[src/rtl/da_shift_acc_if.sv]
// Handshake bundle between the DA LUT driver and one shift-accumulator channel.
interface da_shift_acc_if #(
    parameter int IN_W  = 32,
    parameter int OUT_W = 32
);
    logic                   start;
    logic                   partial_valid;
    logic signed [IN_W-1:0] partial_in;
    logic                   busy;
    logic [OUT_W-1:0]       data_out;
    logic                   out_valid;
    logic                   overflow;

    modport master (
        output start, partial_valid, partial_in,
        input  busy, data_out, out_valid, overflow
    );

    modport slave (
        input  start, partial_valid, partial_in,
        output busy, data_out, out_valid, overflow
    );
endinterface

[src/rtl/da_shift_acc.sv]
// Bit-serial DA shift-accumulator, MSB (sign) plane first, with an enabled output register.
// Latency: out_valid/data_out appear the cycle after the last beat; back-to-back period BITS+1.
// Backpressure: partial_valid low stalls the accumulation; optional clamp via DA_ACC_SAT_EN.
module da_shift_acc #(
    parameter int IN_W    = 32,
    parameter int BITS    = 16,
    parameter int OUT_W   = 32,
    parameter int OUT_LSB = 0
) (
    input  logic          clk,
    input  logic          rst,
    da_shift_acc_if.slave bus
);
    localparam int ACC_W = IN_W + BITS;
    localparam int CNT_W = $clog2(BITS);
    localparam logic [CNT_W-1:0] LAST = CNT_W'(BITS - 1);

    typedef enum logic [1:0] {IDLE, ACC, DONE} state_t;

    state_t                  state;
    logic [CNT_W-1:0]        cnt;
    logic signed [ACC_W-1:0] acc;
    logic signed [ACC_W-1:0] acc_next;
    logic signed [ACC_W-1:0] p_ext;
    logic [OUT_W-1:0]        res;
    logic                    res_ovf;
    logic [OUT_W-1:0]        data_q;
    logic                    ovf_q;
    logic                    vld_q;
    logic                    busy_q;

    assign p_ext    = {{BITS{bus.partial_in[IN_W-1]}}, bus.partial_in};
    // The sign plane carries negative weight, so it seeds the accumulator negated.
    assign acc_next = (cnt == '0) ? -p_ext : (acc <<< 1) + p_ext;

`ifdef DA_ACC_SAT_EN
    logic signed [ACC_W-1:0] shifted;
    logic signed [ACC_W-1:0] hi;

    assign shifted = acc_next >>> OUT_LSB;
    // Fits in OUT_W signed only when everything above the output sign bit is a sign copy.
    assign hi      = shifted >>> (OUT_W - 1);
    assign res_ovf = !((hi == '0) || (hi == '1));

    always_comb begin
        res = shifted[OUT_W-1:0];
        if (res_ovf)
            res = acc_next[ACC_W-1] ? {1'b1, {(OUT_W-1){1'b0}}} : {1'b0, {(OUT_W-1){1'b1}}};
    end
`else
    assign res     = acc_next[OUT_LSB +: OUT_W];
    assign res_ovf = 1'b0;
`endif

    always_ff @(posedge clk) begin
        if (rst) begin
            state  <= IDLE;
            cnt    <= '0;
            acc    <= '0;
            data_q <= '0;
            ovf_q  <= 1'b0;
            vld_q  <= 1'b0;
            busy_q <= 1'b0;
        end else begin
            vld_q <= 1'b0;
            case (state)
                IDLE: begin
                    if (bus.start) begin
                        state  <= ACC;
                        cnt    <= '0;
                        busy_q <= 1'b1;
                    end
                end
                ACC: begin
                    if (bus.partial_valid) begin
                        acc <= acc_next;
                        if (cnt == LAST) begin
                            // Output register loads here so the result is visible during DONE.
                            state  <= DONE;
                            busy_q <= 1'b0;
                            vld_q  <= 1'b1;
                            data_q <= res;
                            ovf_q  <= res_ovf;
                        end else begin
                            cnt <= cnt + 1'b1;
                        end
                    end
                end
                DONE: begin
                    if (bus.start) begin
                        state  <= ACC;
                        cnt    <= '0;
                        busy_q <= 1'b1;
                    end else begin
                        state <= IDLE;
                    end
                end
                default: begin
                    state  <= IDLE;
                    busy_q <= 1'b0;
                end
            endcase
        end
    end

    assign bus.busy      = busy_q;
    assign bus.data_out  = data_q;
    assign bus.out_valid = vld_q;
    assign bus.overflow  = ovf_q;
endmodule
[src/flat_wrapper.sv]
// flat-port wrapper written by rule: the top's interface ports become plain ports
module da_shift_acc_flat 
#(
    parameter int IN_W    = 32,
    parameter int BITS    = 16,
    parameter int OUT_W   = 32,
    parameter int OUT_LSB = 0
)
  (clk, rst, bus_start, bus_partial_valid, bus_partial_in, bus_busy, bus_data_out, bus_out_valid, bus_overflow);
  da_shift_acc_if #(.IN_W(IN_W), .OUT_W(OUT_W)) bus_i ();
  input  logic clk;
  input  logic rst;
  input wire logic [$bits(bus_i.start)-1:0] bus_start;
  input wire logic [$bits(bus_i.partial_valid)-1:0] bus_partial_valid;
  input wire logic [$bits(bus_i.partial_in)-1:0] bus_partial_in;
  output wire logic [$bits(bus_i.busy)-1:0] bus_busy;
  output wire logic [$bits(bus_i.data_out)-1:0] bus_data_out;
  output wire logic [$bits(bus_i.out_valid)-1:0] bus_out_valid;
  output wire logic [$bits(bus_i.overflow)-1:0] bus_overflow;
  assign bus_i.start = bus_start;
  assign bus_i.partial_valid = bus_partial_valid;
  assign bus_i.partial_in = bus_partial_in;
  assign bus_busy = bus_i.busy;
  assign bus_data_out = bus_i.data_out;
  assign bus_out_valid = bus_i.out_valid;
  assign bus_overflow = bus_i.overflow;
  da_shift_acc #(.IN_W(IN_W), .BITS(BITS), .OUT_W(OUT_W), .OUT_LSB(OUT_LSB)) u_core (.clk(clk), .rst(rst), .bus(bus_i));
endmodule
[config.mk]
export PLATFORM = sky130hd
export DESIGN_NAME = da_shift_acc_flat
export DESIGN_NICKNAME = d
export VERILOG_FILES = /design/src/rtl/da_shift_acc_if.sv /design/src/rtl/da_shift_acc.sv /design/src/flat_wrapper.sv
export SDC_FILE = /design/constraint.sdc
export NUM_CORES = 1
export LEC_CHECK = 0
export BUFFER_PORTS_ARGS = -buffer_cell sky130_fd_sc_hd__buf_4
export CORE_MARGIN = 4
export CORE_UTILIZATION = 35
export DETAILED_ROUTE_END_ITERATION = 7
export PLACE_DENSITY_LB_ADDON = 0.2
export SLEW_MARGIN = 20
export SYNTH_ARGS = -nofsm -noshare
export SYNTH_HDL_FRONTEND = slang
export SYNTH_SLANG_ARGS = --single-unit
[constraint.sdc]
create_clock -name clk -period 5.17 [get_ports clk]
set_clock_uncertainty 0.2 [all_clocks]
set_input_delay 0.2585 -clock clk [delete_from_list [all_inputs] [get_ports clk]]
set_output_delay 0.2585 -clock clk [all_outputs]
set_load 0.01 [all_outputs]
==> impl_metrics.tcl, run 1 <==
set metrics [dict create \
    status "completed" \
    grt.total_usage_pct 19.20 \
    syn2layout_area_growth_pct 19.10 \
    synthCells 653 \
    clock_latency_ns 0.35 \
    min_period_ns 3.515 \
    wirelength_um 15280 \
    crit_buf_inv 1 \
    io_pins 71 \
    peakVddDrop_mv 0.1269 \
    arrival_ns 3.55 \
    cts_made_buffers 9 \
    path_max_fanout 5 \
    async_reset_ff_share_pct 0 \
    finalSetupTns_ns 0 \
    ys_ff_latch 71 \
    antenna_found_initial 0 \
    die-height_um 127.3 \
    timing.final.crit_share_pct 67.99 \
    via_per_inst 5.541 \
    synth_edf_count 0 \
    worst_pin_slew_ns 1.088 \
    worstPathCellList "ha_1, inv_1, fa_1, nand2b_1, a21oi_1, o31a_2, o21ai_2, o311ai_0, xnor2_1, a2111oi_2" \
    synth_commonest_cells "nor2_1 (89), dfxtp_1 (71), nand2_1 (65), a21oi_1 (49), o21ai_0 (45)" \
    rows 43 \
    slowest_delay_ns 0.94 \
    multi_input_area_um2 3376 \
    maxCapViolations 0 \
    cts_buffer_depth 2 \
    coreArea_um2 13880 \
    cp_slowest_cell "o311ai_0" \
    ant_nets 0 \
    report.final.slew_viol_count 0 \
    criticalPathCategory "reg2reg" \
    drc_errors 0 \
    fmax_mhz 284.5 \
    grt_start_max_net_pins 65 \
    overflow 0 \
    hp-class "in2reg" \
    setup-violations-final 0 \
    synth_top_cell_by_area "dfxtp_1" \
    p_per_area_nw_per_um2 265.0 \
    yosys.area.top_type_share_pct 28.55 \
    dp_hpwl_um 11280 \
    drt-wirelength-per-cell_um 17.20 \
    post_cts_resized 0 \
    ctsHoldBuffers 1 \
    synth_cell_types 64 \
    synthesis.nets 723 \
    cts_root_buf "clkbuf_16" \
    grt_pass1_wl_um 24900 \
    clk_pin_slew_ns 0.06 \
    avgSynthCellArea_um2 7.624 \
    rsz0062_at_grt "false" \
    ys_warn_count 0 \
    setup.worst_path.start_class "flop" \
    dr.pass1.iters 5 \
    cts_htree_levels 3 \
    hold_violations 0 \
    die_x_um 127.3 \
    synth_most_common_cell "nor2_1" \
    gp_congestion 0.8828 \
    ys_seq_area_share_pct 28.55 \
    endpoint_kind "flop" \
    dieArea_um2 16200 \
    diodes 0 \
    vias 4920 \
    slew_headroom_pct 26.55 \
    cp_top_family "compound AO/OA/AOI/OAI gates" \
    leakagePower_nw 2.368 \
    postCtsSetupBuffers 0 \
    synth_ff_type "dfxtp_1" \
    cp_data_required_time_ns 5.21 \
    syn_area_um2 4979 \
    hold_ws_ns 0.07233 \
    place.port_buffers 69 \
    seq_area_um2 1421 \
    clock-sinks 71 \
    start_util_pct 35.87 \
    nNetsFinal 773 \
    drive_gt1_share_pct 15.25 \
    synthTopCellsByArea "dfxtp_1 (29%), ha_1 (8.3%), nor2_1 (6.7%)" \
    grt_pass1_vias 4815 \
    num-fill-cells 1447 \
    drt_iter0_markers 239 \
    cts_tree "done" \
]
-- cell usage in the layout, fill, tap and decap left out, drive strengths merged, types with 14 or more instances in the layout --
cell type | Yosys | final
a211oi | 23 | 23
a21oi | 49 | 49
buf | 6 | 71
clkbuf | 27 | 14
dfxtp | 71 | 71
ha | 33 | 33
inv | 14 | 14
nand2 | 65 | 65
nor2 | 89 | 89
nor3 | 31 | 31
o21ai | 47 | 47
xnor2 | 25 | 25
xor2 | 28 | 28
-- tightest hold or removal path, stage by stage --
cell and delay (ns):
buf_4 0.13, nand2_1 0.05, a32oi_1 0.08, o21ai_0 0.06
-- report_power, final --
group | switching (mW) | internal, mW | total (mW) | leakage (nW)
logic | 0.208 | 0.130 | 0.338 | 1.64
clock network | 0.243 | 0.414 | 0.657 | 0.149
registers | 0.0117 | 0.565 | 0.577 | 0.576
total | 0.463 | 1.11 | 1.57 | 2.37
-- metrics by stage --
step                      cells  utilization (%)  power, mW  setup WS, ns  instance area [um^2]
final                       888            42.72      1.571         1.655                  5929
after floorplan             653                -     0.8193         2.339                  4979
after global placement      871            40.40     0.9199         1.824                  5608
after detailed placement    871            40.40     0.9215         1.729                  5608
after global routing        888            42.72      1.651         1.388                  5929
after CTS                   888            42.72      1.587         1.759                  5929
-- sequential cells by signal (all words and copies together), names as in the netlist --
register	cells
u_core.state	2
u_core.bus.out_valid	1
u_core.bus.data_out	32
u_core.bus.busy	1
u_core.acc	31
u_core.cnt	4
-- cells by family (layout without fill, tap and decap cells) --
logic type | after synthesis | in the layout | share of synthesized area (%)
AND/OR/NAND/NOR | 259 | 259 | 25.26
multiplexers | 1 | 1 | 0.2262
flip-flops | 71 | 71 | 28.55
XOR/XNOR | 53 | 53 | 9.324
AO/OA/AOI/OAI | 187 | 187 | 24.18
buffers and inverters | 47 | 102 | 3.694
adder cells (fa/ha/maj) | 34 | 34 | 8.696
other | 1 | 1 | 0.07532
-- routing by layer --
metal  vias up  wire (um)  global-route usage, %
li1       2454          -                      -
met1      2296       7194                  25.69
met2       148       6853                  29.79
met3        22        887                  3.721
met4         0        339                  9.022
met5         -          0                      0
-- layout make-up --
class / count / share of cell area, %
Inverter: 14 / 0.8863
Sequential cell: 71 / 23.97
Multi-Input combinational cell: 535 / 56.93
Tap cell: 180 / 3.798
Timing Repair Buffer: 72 / 9.158
Clock inverter: 2 / 0.6330
Clock buffer: 14 / 4.621
-- worst paths after layout --
check / depth (start not counted) / end / startpoint / slack (ns)
max: 10 / u_core.acc[23] / u_core.acc[0] / 1.65
max reg2reg: 10 / u_core.acc[23] / u_core.acc[0] / 1.65
min: 4 / u_core.acc[21] / bus_partial_in[21] / 0.07
min reg2reg: 2 / u_core.bus.data_out[18] / u_core.bus.data_out[18] / 0.26
Note: power is estimated with default switching activity, not from simulation.
==> run 2: changes to the inputs <==
clock period = 3.5 ns   (was 5.17 ns; I/O delays follow)
==> run 2 against run 1 <==
Die area unchanged; fmax increased by 14%; routed wire length grew 3.6%; sequential share of layout area fell by 0.27 points.
==> impl_metrics.tcl, run 2 (synthesis gave the netlist of run 1 again) <==
set metrics [dict create \
    hold_ws_ns 0.01599 \
    status "completed" \
    fin_cells 895 \
    finalSetupTns_ns 0 \
    drt-wirelength-per-cell_um 17.69 \
    crit_buf_inv 2 \
    antenna_found_initial 0 \
    endpoint_kind "flop" \
    met1_usage_pct 26.25 \
    slowest_delay_ns 0.49 \
    cts_htree_levels 3 \
    cts_made_buffers 9 \
    path_max_fanout 5 \
    wirelength_um 15830 \
    drt_iter0_markers 299 \
    gr-usage-met2_pct 31.99 \
    seq_area_um2 1421 \
    drive_gt1_share_pct 15.94 \
    timing.final.crit_share_pct 88.12 \
    grt_pass1_vias 4952 \
    cp_slowest_cell "o311ai_0" \
    rows 43 \
    rr_endpoint "u_core.acc[27]" \
    min_period_ns 3.084 \
    clock_latency_ns 0.34 \
    dieArea_um2 16200 \
    setup-violations-final 0 \
    min_to "u_core.acc[28]" \
    dr.pass1.iters 6 \
    total_power_mw 2.380 \
    cts_tree "done" \
    ant_nets 0 \
    place.port_buffers 69 \
    die_x_um 127.3 \
    hold_violations 0 \
    dp_hpwl_um 11540 \
    slew_headroom_pct 31.17 \
    syn2layout_area_growth_pct 20.48 \
    largest_reg_flops 32 \
    hp-class "in2reg" \
    die-height_um 127.3 \
    maxCapViolations 0 \
    multi_input_area_um2 3376 \
    start_util_pct 35.87 \
    via_per_inst 5.622 \
    dpl.cell_count 876 \
    drc_errors 0 \
    num-fill-cells 1405 \
    gp_congestion 0.9207 \
    final_common_cell "nor2_1" \
    worstPathCellList "ha_1, inv_1, fa_1, nand2b_1, a21oi_1, o31a_2, o21ai_2, o311ai_0, buf_4, and3_1, o21ai_0, o211a_1" \
    diodes 0 \
    worstHoldStart "bus_partial_in[28]" \
    whs_path_depth 4 \
    criticalPathCategory "reg2reg" \
    io_pins 71 \
    postCtsSetupBuffers 0 \
    rsz0062_at_grt "false" \
    top_usage_layer "met2" \
    coreArea_um2 13880 \
    grt_pass1_wl_um 25580 \
    p_per_area_nw_per_um2 396.8 \
    grt.total_usage_pct 19.70 \
    fmax_mhz 324.2 \
    overflow 0 \
    leakagePower_nw 2.404 \
    timing.reg2reg.worst_path_depth 12 \
    nNetsFinal 780 \
    peakVddDrop_mv 0.2423 \
    arrival_ns 3.12 \
    r2r_slack_ns 0.42 \
    vias 5032 \
    clock-sinks 71 \
    report.final.slew_viol_count 0 \
    cts_root_buf "clkbuf_16" \
    clk_pin_slew_ns 0.06 \
    grt.met3_usage_pct 3.637 \
    cp_data_required_time_ns 3.53 \
    final_cell_mix "nor2_1 (88), buf_4 (76), dfxtp_1 (71), nand2_1 (65), a21oi_1 (49)" \
    cts_buffer_depth 2 \
    grt_start_max_net_pins 65 \
    r2r-start "u_core.acc[0]" \
    setup.worst_path.start_class "flop" \
    cp_top_family "compound AO/OA/AOI/OAI gates" \
    worst_pin_slew_ns 1.030 \
]
[run 2: metrics by stage]
step	setup slack, ns	area [um^2]	util, %
after CTS	0.4620	5998	43.21
after detailed placement	0.4428	5645	40.67
after floorplan	0.6686	4979	-
after global routing	0.1646	5998	43.21
final	0.4157	5998	43.21
after global placement	0.4935	5645	40.67
[run 2: routing by layer]
metal / part of all wire [%] / wire, um
met1: 46 / 7258
met2: 46 / 7358
met3: 5.7 / 903
met4: 2.0 / 311
met5: 0 / 0
[run 2: worst max-delay path by stage]
stage                           start                 endpoint  slack (ns)  cells past startpoint
floorplan               u_core.acc[0]  u_core.bus.data_out[27]        0.67                     11
global placement        u_core.acc[0]  u_core.bus.data_out[27]        0.49                     12
detailed placement  bus_partial_in[5]           u_core.acc[22]        0.44                     10
CTS                     u_core.acc[0]           u_core.acc[25]        0.46                     11
global route            u_core.acc[0]  u_core.bus.data_out[31]        0.16                     11
finish                  u_core.acc[0]           u_core.acc[27]        0.42                     12
[run 2: repair_timing]
action / in CTS / in global routing
gates resized for setup: 0 / 0
endpoints found under the hold margin: 4 / 0
hold buffers: 3 / 0
[run 2: report_power, final]
group	internal (mW)	leakage, nW	switching (mW)
clock network	0.630	0.153	0.389
registers	0.834	0.576	0.0171
logic	0.196	1.67	0.315
[run 2: layout make-up]
cell class              count  share of cell area [%]
multi-input cells         535                   56.28
flip-flops and latches     71                   23.70
repair buffers             79                   10.01
clock buffers              10                   3.817
well taps                 180                   3.755
clock inverters             6                   1.564
inverters                  14                  0.8761
[run 2: worst min-delay path, cell delays in order]
cell     delay (ns)
buf_4          0.11
xnor2_1        0.11
a22oi_1        0.05
o21ai_0        0.07
==> run 3: changes to the inputs <==
==> constraint.sdc (replaced) <==
create_clock -name clk -period 3.1 [get_ports clk]
set_clock_uncertainty 0.2 [all_clocks]
set_input_delay 0.465 -clock clk [delete_from_list [all_inputs] [get_ports clk]]
set_output_delay 0.465 -clock clk [all_outputs]
set_load 0.01 [all_outputs]
==> run 3 against run 2 <==
Combinational power grew 20%; highest routed layer unchanged; critical path type unchanged; non-clock buffer count up 28; clock power up 13%; power grew 14%; largest cell class unchanged; fmax rose by 5.4%; sequential power grew 13%; cell count is 2.9% higher; register-to-register slack got worse by 0.24 ns.
==> impl_metrics.tcl, run 3 (synthesis gave the netlist of run 1 again) <==
set metrics [dict create \
    largest_reg_flops 32 \
    die-height_um 127.3 \
    drt-wirelength-per-cell_um 17.35 \
    p_per_area_nw_per_um2 438.6 \
    overflow 0 \
    cts_htree_levels 3 \
    maxCapViolations 0 \
    criticalPathCategory "reg2reg" \
    cts_tree "done" \
    hold_violations 0 \
    syn2layout_area_growth_pct 24.78 \
    dr_wl_met2_um 7446 \
    place.port_buffers 69 \
    report.final.slew_viol_count 0 \
    via_per_inst 5.578 \
    start_util_pct 35.87 \
    clock-sinks 71 \
    slew_headroom_pct 47.09 \
    cts_buffer_depth 2 \
    clk_pin_slew_ns 0.06 \
    drc_errors 0 \
    coreArea_um2 13880 \
    top_layer_used "met4" \
    r2r-start "u_core.acc[0]" \
    ant_nets 0 \
    worst_pin_slew_ns 0.7918 \
    post_cts_resized 0 \
    endpoint_kind "flop" \
    post-route-util_pct 44.75 \
    arrival_ns 2.95 \
    timing.reg2reg.worst_path_depth 12 \
    dpl_worst_slack_ns -0.07675 \
    grt_pass1_wl_um 25860 \
    io_pins 71 \
    dp_hpwl_um 11980 \
    status "completed" \
    clock_latency_ns 0.34 \
    wl_met1_um 7543 \
    diodes 0 \
    dpl.cell_count 907 \
    peakVddDrop_mv 0.3057 \
    fmax_mhz 341.6 \
    dieArea_um2 16200 \
    cts_root_buf "clkbuf_16" \
    gp_congestion 0.9258 \
    timing.final.crit_share_pct 94.42 \
    rsz0062_at_grt "false" \
    ctsHoldBuffers 0 \
    grt.total_usage_pct 19.91 \
    total_power_mw 2.725 \
    fin_cells 921 \
    hold_ws_ns 0.2199 \
    final_cell_mix "buf_4 (107), nor2_1 (88), dfxtp_1 (71), nand2_1 (65), a21oi_1 (48)" \
    dr.pass1.iters 5 \
    wirelength_um 15980 \
    grt_start_max_net_pins 65 \
    r2r_slack_ns 0.17 \
    cp_data_required_time_ns 3.12 \
    nNetsFinal 808 \
    min_period_ns 2.927 \
    min_to "u_core.bus.data_out[0]" \
    postCtsSetupBuffers 0 \
    drt_iter0_markers 314 \
    setup.worst_path.start_class "flop" \
    setup-violations-final 0 \
    rows 43 \
    fin_ws_ns 0.1728 \
    rr_endpoint "u_core.acc[19]" \
    leakagePower_nw 2.540 \
    cts_made_buffers 9 \
    antenna_found_initial 0 \
    hp-class "in2reg" \
    path_max_fanout 3 \
    met3WireLength_um 688 \
    grt_pass1_vias 5058 \
    die_x_um 127.3 \
    worstHoldStart "bus_partial_in[0]" \
    final_common_cell "buf_4" \
    drive_gt1_share_pct 19.84 \
    whs_path_depth 3 \
    vias 5137 \
]
## run 3: changes by cell type in the layout (fill, tap and decap cells not counted), moves of 2 or more
cell / change
dlygate4sd3_1: -3
clkinv_4: -2
clkbuf_8: +2
buf_4: +31
## run 3: worst max-delay path: stages, from the launching register on
cell and delay (ns):
dfxtp_1 0.33, ha_1 0.17, inv_1 0.05, fa_1 0.37
nand2b_1 0.17, a21oi_1 0.20, o31a_2 0.22, o21ai_2 0.09
buf_4 0.15, o21ai_1 0.20, xor2_1 0.18, nor2_1 0.10
o41ai_1 0.36
## run 3: worst max-delay path by stage
stage / startpoint / end
after floorplan: bus_partial_in[1] / u_core.bus.data_out[27]
after global placement: bus_partial_in[1] / u_core.bus.data_out[31]
after detailed placement: bus_partial_in[1] / u_core.acc[19]
after CTS: u_core.acc[0] / u_core.bus.data_out[31]
after global routing: u_core.acc[0] / u_core.acc[27]
final: u_core.acc[0] / u_core.acc[19]
## run 3: layout make-up
| cell class | count | area, um^2 |
|---|---|---|
| clock buffer | 11 | 252.7 |
| clock inverter | 3 | 67.56 |
| fill | 1397 | 7669 |
| multi-input combinational | 535 | 3390 |
| tap | 180 | 225.2 |
| timing repair buffer | 107 | 803.3 |
| inverter | 14 | 52.55 |
| sequential | 71 | 1421 |
## run 3: where the power goes
group | total (mW) | internal [mW] | switching [mW]
sequential | 0.961 | 0.942 | 0.0191
clock | 1.15 | 0.740 | 0.409
combinational | 0.615 | 0.252 | 0.363
## run 3: layer usage
layer / GRT usage (%) / vias up
met5: 0 / -
met4: 7.319 / 0
met3: 2.968 / 23
met2: 32.64 / 139
met1: 26.55 / 2457
li1: - / 2518
## run 3: through the flow
step / TNS [ns] / instance area (um^2)
6_report: 0 / 6212
5_1_grt: 0 / 6212
3_5_place_dp: -0.2207 / 5878
4_1_cts: 0 / 6198
3_3_place_gp: -0.03723 / 5878
2_1_floorplan: 0 / 4979
